### config.mk
export PLATFORM = sky130hd
export DESIGN_NAME = store_queue_unit
export DESIGN_NICKNAME = d
export VERILOG_FILES = /design/src/rtl/store_queue_unit.sv
export SDC_FILE = /design/constraint.sdc
export NUM_CORES = 1
export LEC_CHECK = 0
export CAP_MARGIN = 5
export CELL_PAD_IN_SITES_DETAIL_PLACEMENT = 0
export CELL_PAD_IN_SITES_GLOBAL_PLACEMENT = 1
export CORE_UTILIZATION = 40
export CTS_CLUSTER_DIAMETER = 50
export DETAILED_ROUTE_END_ITERATION = 7
export PLACE_DENSITY = 0.67
export REMOVE_ABC_BUFFERS = 1
export SYNTH_ARGS = -nofsm -noshare
export SYNTH_HDL_FRONTEND = slang
export SYNTH_SLANG_ARGS = --single-unit
### constraint.sdc
create_clock -name clk -period 21.9 [get_ports clk]
set_input_delay 2.19 -clock clk [delete_from_list [all_inputs] [get_ports clk]]
set_output_delay 2.19 -clock clk [all_outputs]
set_load 0.05 [all_outputs]
### src/rtl/store_queue_unit.sv
// Store queue unit: buffers store transactions in a small circular queue and
// issues them in order on the TRI request channel. An optional response-counting
// mode limits in-flight stores and lets a drain/flush handshake fence all stores.
module store_queue_unit #(
    parameter int DEPTH           = 4,
    parameter int ADDR_W          = 64,
    parameter int DATA_W          = 64,
    parameter int TID_W           = 2,
    parameter int MAX_OUTSTANDING = 2,
    parameter int WAIT_RESP       = 1
) (
    input  logic                                 clk,
    input  logic                                 rst_n,
    input  logic                                 in_valid,
    output logic                                 in_ready,
    input  logic [ADDR_W-1:0]                    in_addr,
    input  logic [DATA_W-1:0]                    in_data,
    input  logic [1:0]                           in_size,
    input  logic [TID_W-1:0]                     in_tid,
    output logic                                 req_valid,
    input  logic                                 req_ack,
    output logic [4:0]                           req_type,
    output logic [2:0]                           req_size,
    output logic [ADDR_W-1:0]                    req_addr,
    output logic [DATA_W-1:0]                    req_data,
    output logic [TID_W-1:0]                     req_tid,
    input  logic                                 resp_val,
    output logic                                 resp_ack,
    input  logic                                 flush_req,
    output logic                                 flush_done,
    output logic [$clog2(MAX_OUTSTANDING+1)-1:0] outstanding,
    output logic                                 err_sticky
);

    localparam int PTR_W = $clog2(DEPTH);
    localparam int OUT_W = $clog2(MAX_OUTSTANDING + 1);
    localparam logic [OUT_W-1:0] MAX_OUT_V = OUT_W'(MAX_OUTSTANDING);
    localparam logic [4:0] TRI_STORE_RQ = 5'b00001;

    typedef enum logic [1:0] {
        S_RUN   = 2'd0,
        S_DRAIN = 2'd1,
        S_DONE  = 2'd2
    } state_t;

    state_t             state_q, state_d;
    logic [PTR_W:0]     wr_ptr_q, wr_ptr_d;
    logic [PTR_W:0]     rd_ptr_q, rd_ptr_d;
    logic [OUT_W-1:0]   outstanding_q, outstanding_d;
    logic               err_sticky_q, err_sticky_d;

    // Queue storage: no reset needed, validity is tracked by the pointers.
    logic [ADDR_W-1:0]  addr_mem [DEPTH];
    logic [DATA_W-1:0]  data_mem [DEPTH];
    logic [2:0]         size_mem [DEPTH];
    logic [TID_W-1:0]   tid_mem  [DEPTH];

    logic               empty;
    logic               full;
    logic               push;
    logic               pop;
    logic               resp_fire;
    logic [PTR_W-1:0]   wr_idx;
    logic [PTR_W-1:0]   rd_idx;
    logic               drained;

    assign wr_idx = wr_ptr_q[PTR_W-1:0];
    assign rd_idx = rd_ptr_q[PTR_W-1:0];
    assign empty  = (wr_ptr_q == rd_ptr_q);
    assign full   = (wr_ptr_q[PTR_W] != rd_ptr_q[PTR_W]) && (wr_idx == rd_idx);

    // Request side: issue the head entry; fields are zeroed when the queue is
    // empty so nothing undefined leaks from the uninitialised storage.
    always_comb begin
        req_valid = !empty && ((WAIT_RESP == 0) || (outstanding_q < MAX_OUT_V));
        req_type  = TRI_STORE_RQ;
        req_addr  = '0;
        req_data  = '0;
        req_size  = '0;
        req_tid   = '0;
        if (!empty) begin
            req_addr = addr_mem[rd_idx];
            req_data = data_mem[rd_idx];
            req_size = size_mem[rd_idx];
            req_tid  = tid_mem[rd_idx];
        end
    end

    assign push      = in_valid && in_ready;
    assign pop       = req_valid && req_ack;
    assign resp_ack  = (WAIT_RESP != 0) ? (outstanding_q != '0) : 1'b1;
    assign resp_fire = resp_val && resp_ack;
    assign drained   = empty && ((WAIT_RESP == 0) || (outstanding_q == '0));

    // Store the pushed transaction, converting log2 bytes to TRI size.
    always_ff @(posedge clk) begin
        if (push) begin
            addr_mem[wr_idx] <= in_addr;
            data_mem[wr_idx] <= in_data;
            size_mem[wr_idx] <= {1'b0, in_size} + 3'd1;
            tid_mem[wr_idx]  <= in_tid;
        end
    end

    // Pointer, in-flight counter and error flag next-state.
    always_comb begin
        wr_ptr_d      = wr_ptr_q;
        rd_ptr_d      = rd_ptr_q;
        outstanding_d = outstanding_q;
        err_sticky_d  = err_sticky_q;
        if (push) begin
            wr_ptr_d = wr_ptr_q + 1'b1;
        end
        if (pop) begin
            rd_ptr_d = rd_ptr_q + 1'b1;
        end
        if (WAIT_RESP != 0) begin
            case ({pop, resp_fire})
                2'b10:   outstanding_d = outstanding_q + OUT_W'(1);
                2'b01:   outstanding_d = outstanding_q - OUT_W'(1);
                default: outstanding_d = outstanding_q;
            endcase
            // A response with nothing in flight is never acked and is flagged.
            if (resp_val && (outstanding_q == '0)) begin
                err_sticky_d = 1'b1;
            end
        end
    end

    // Flush FSM next-state and outputs: drain blocks pushes until everything
    // issued has been answered, then pulses flush_done for one cycle.
    always_comb begin
        state_d    = state_q;
        in_ready   = 1'b0;
        flush_done = 1'b0;
        case (state_q)
            S_RUN: begin
                in_ready = !full;
                if (flush_req) begin
                    state_d = S_DRAIN;
                end
            end
            S_DRAIN: begin
                if (drained) begin
                    state_d = S_DONE;
                end
            end
            S_DONE: begin
                flush_done = 1'b1;
                state_d    = S_RUN;
            end
            default: begin
                state_d = S_RUN;
            end
        endcase
    end

    // State registers with asynchronous active-low reset.
    always_ff @(posedge clk or negedge rst_n) begin
        if (!rst_n) begin
            state_q       <= S_RUN;
            wr_ptr_q      <= '0;
            rd_ptr_q      <= '0;
            outstanding_q <= '0;
            err_sticky_q  <= 1'b0;
        end else begin
            state_q       <= state_d;
            wr_ptr_q      <= wr_ptr_d;
            rd_ptr_q      <= rd_ptr_d;
            outstanding_q <= outstanding_d;
            err_sticky_q  <= err_sticky_d;
        end
    end

    assign outstanding = outstanding_q;
    assign err_sticky  = err_sticky_q;

endmodule

==> metrics.txt <==
Primary FF master, synth=edfxtp_1; cts bufs inserted=68; height of the die=230 µm; antenna viol nets, final=0; status=complete, no violations; Synth Register Bits=543; PD cells=between 150 and 200 nW/µm²; Residual DRC=0; mux contribution to synthesized area=14.5%; Simple-Gate Fraction of Synth Area=4.53%; fin. max-slew vios=0; hold_buf cts=0; Leakage=8.53 nW; Max clock buf depth=3; critical path buffer and inverter count=3; PostCTS Resize Cnt=0; # IOs=between 200 and 300; Post-CTS Setup Bufs=0; Compound-Gate Fraction of Synth Area=less than 1%; setup clock skew after layout=between 10 and 15 ps; top cells by area, synth=edfxtp_1 77%, mux4_2 14%, nor2b_1 4.1%; first-pass GRT wire length=approximately 64000 µm; Post-Syn Area=20800 µm²; WP data required=between 15000 and 20000 ps; Async S/R FF share, synth=2.03%; final WL=42400 µm; H-tree depth=3; clk_lat worst skew=590 ps; die area=53000 µm²; total grt overflow=0; Worst Path Arrival=4350 ps; Final Wtd Congestion=0.722; min Tclk post-route=between 6000 and 7000 ps; Adder-Cell Fraction of Synth Area=0.421%; CP startpoint kind=register; clock sinks=around 540; Starting Density=40.5%; fin crit share=between 20% and 30%; Max-cap violations=0; worst slack at placement=between 15000 and 20000 ps; largest family of logic cells by synthesized area=multiplexers; Yosys Warn Count=0; Final Hold Vio Count=0; count leader, synth=edfxtp_1; P&R area growth vs syn=27.3%; Max-Slew Margin vs Limit=between 30% and 40%; Hold Crit Class=register to register; Initial DRC Count=612; Netlist cell types=31; vias in the first global route=a little over 10000; initial antenna violation count=4; most used standard cells in the synthesized netlist=532 x edfxtp_1, 135 x nor2b_1, 133 x mux4_2; unrepaired setup endpoints after global routing=false; Chip Width=230 µm; Layout Nets=1370; layout cells sized above 1=20.3%; Clock transition at path regs=50 ps; xor and xnor fraction of the mapped netlist area=0.547%; root buf cell=clkbuf_16; utilization after layout=51.5%; CP top delay family=buffers and inverters; largest net degree at the start of global routing=134; final setup violation count=0; critical path endpoint category=primary output; crit-path cells=buf_4 -> buf_4 -> mux4_2 -> nor2b_1 -> clkdlybuf4s50_1; worst-margin pin slew=around 1000 ps; Max Freq=153 MHz; final hold slack=459 ps; number of synthesized flops with an enable pin=roughly 530; Ant. Diodes=0; Worst path max stage delay=roughly 760 ps; worst vdd ir=0.000155 V; worst-path fanout max=40; Synth top area share=76.7%; post-detail-place hpwl=24000 µm; Setup WS post-layout=15360 ps; cell count after synthesis=912; Crit-path slowest cell=buf_4; Setup Crit Path Kind=register to primary output; GRT Util Overall=16.3%; drt first pass iters=6; drt wl/cell=21.7 µm; row cnt=83; crit-path most repeated cell=buf_4; top cell type by total area after synthesis=edfxtp_1; sequential area share after synthesis=between 70% and 80%; final setup TNS=0 ps; TritonCTS clock tree=done; IO buf count=277; vias=9741; Via-to-Cell Ratio=4.97; syn avg cell area=22.8 µm²; Core ar.=between 50000 and 60000 µm²
state kept, by name, indices dropped and copies added, names as in the netlist:
signal and flops:
wr_ptr_q 3, addr_mem 256, state_q 2, outstanding 2, tid_mem 8, err_sticky 1
size_mem 12, rd_ptr_q 3, data_mem 256
where the power goes:
part | internal (mW) | switching, mW | total [mW]
registers | 1.20 | 0.0390 | 1.24
clock network | 0.666 | 0.424 | 1.09
logic | 0.690 | 1.22 | 1.91
total | 2.55 | 1.68 | 4.23
final cells by class:
| class | instances | area (µm²) |
|---|---|---|
| clock buffer | 81 | 1770 |
| clock inverter | 42 | 443 |
| fill | 4093 | 24900 |
| inverter | 6 | 22.5 |
| multi-input combinational | 316 | 4260 |
| sequential | 543 | 16300 |
| tap | 680 | 851 |
| timing repair buffer | 290 | 2880 |
routing by layer:
layer | wire length, µm | GRT usage [%] | vias up
met5 | 53 | 0 | -
li1 | - | - | 4354
met2 | 19900 | 24.5 | 261
met1 | 19100 | 23.0 | 5054
met4 | 689 | 5.30 | 8
met3 | 2620 | 4.35 | 64
logic make-up after synthesis:
logic type | after synthesis
compound gates | 7
xor+xnor | 10
fa+ha+maj | 7
buf+inv | 56
flops | 543
mux | 135
other cells | 2
simple gates | 152
layout by cell type, fill, tap and decap left out, drive strengths merged:
cell type,count
a311oi,2
clkinv,20
nand2,2
clkdlybuf4s50,277
nor2,5
bufinv,7
a31oi,2
and4b,1
clkbuf,81
o311ai,1
mux4,133
xor2,4
a21o,1
dfrtp,11
and2,3
ha,7
or3b,1
edfxtp,532
and3,2
conb,5
nor2b,135
a211o,1
xnor2,6
nor3,1
inv,15
mux2,2
nand4bb,1
buf,13
clkinvlp,6
nand2b,1
metrics by stage:
step,area (µm²),cells,power [mW]
2_1_floorplan,20500,865,2.66
3_3_place_gp,24300,1835,3.19
3_5_place_dp,24300,1835,3.19
4_1_cts,26500,1958,4.30
5_1_grt,26500,1958,4.40
6_report,26500,1958,4.23
final timing paths:
check / start / endpoint / slack (ps) / cells after the start
min: err_sticky / err_sticky / 460 / 1
max reg2reg: rd_ptr_q[1] / addr_mem[1][34] / 17970 / 5
max in group asynchronous: rst_n / rd_ptr_q[1] / 19530 / 1
min reg2reg: err_sticky / err_sticky / 460 / 1
max: rd_ptr_q[0] / req_size[1] / 15360 / 5
min in group asynchronous: rst_n / rd_ptr_q[0] / 1970 / 1
(Power assumes the default switching activity.)
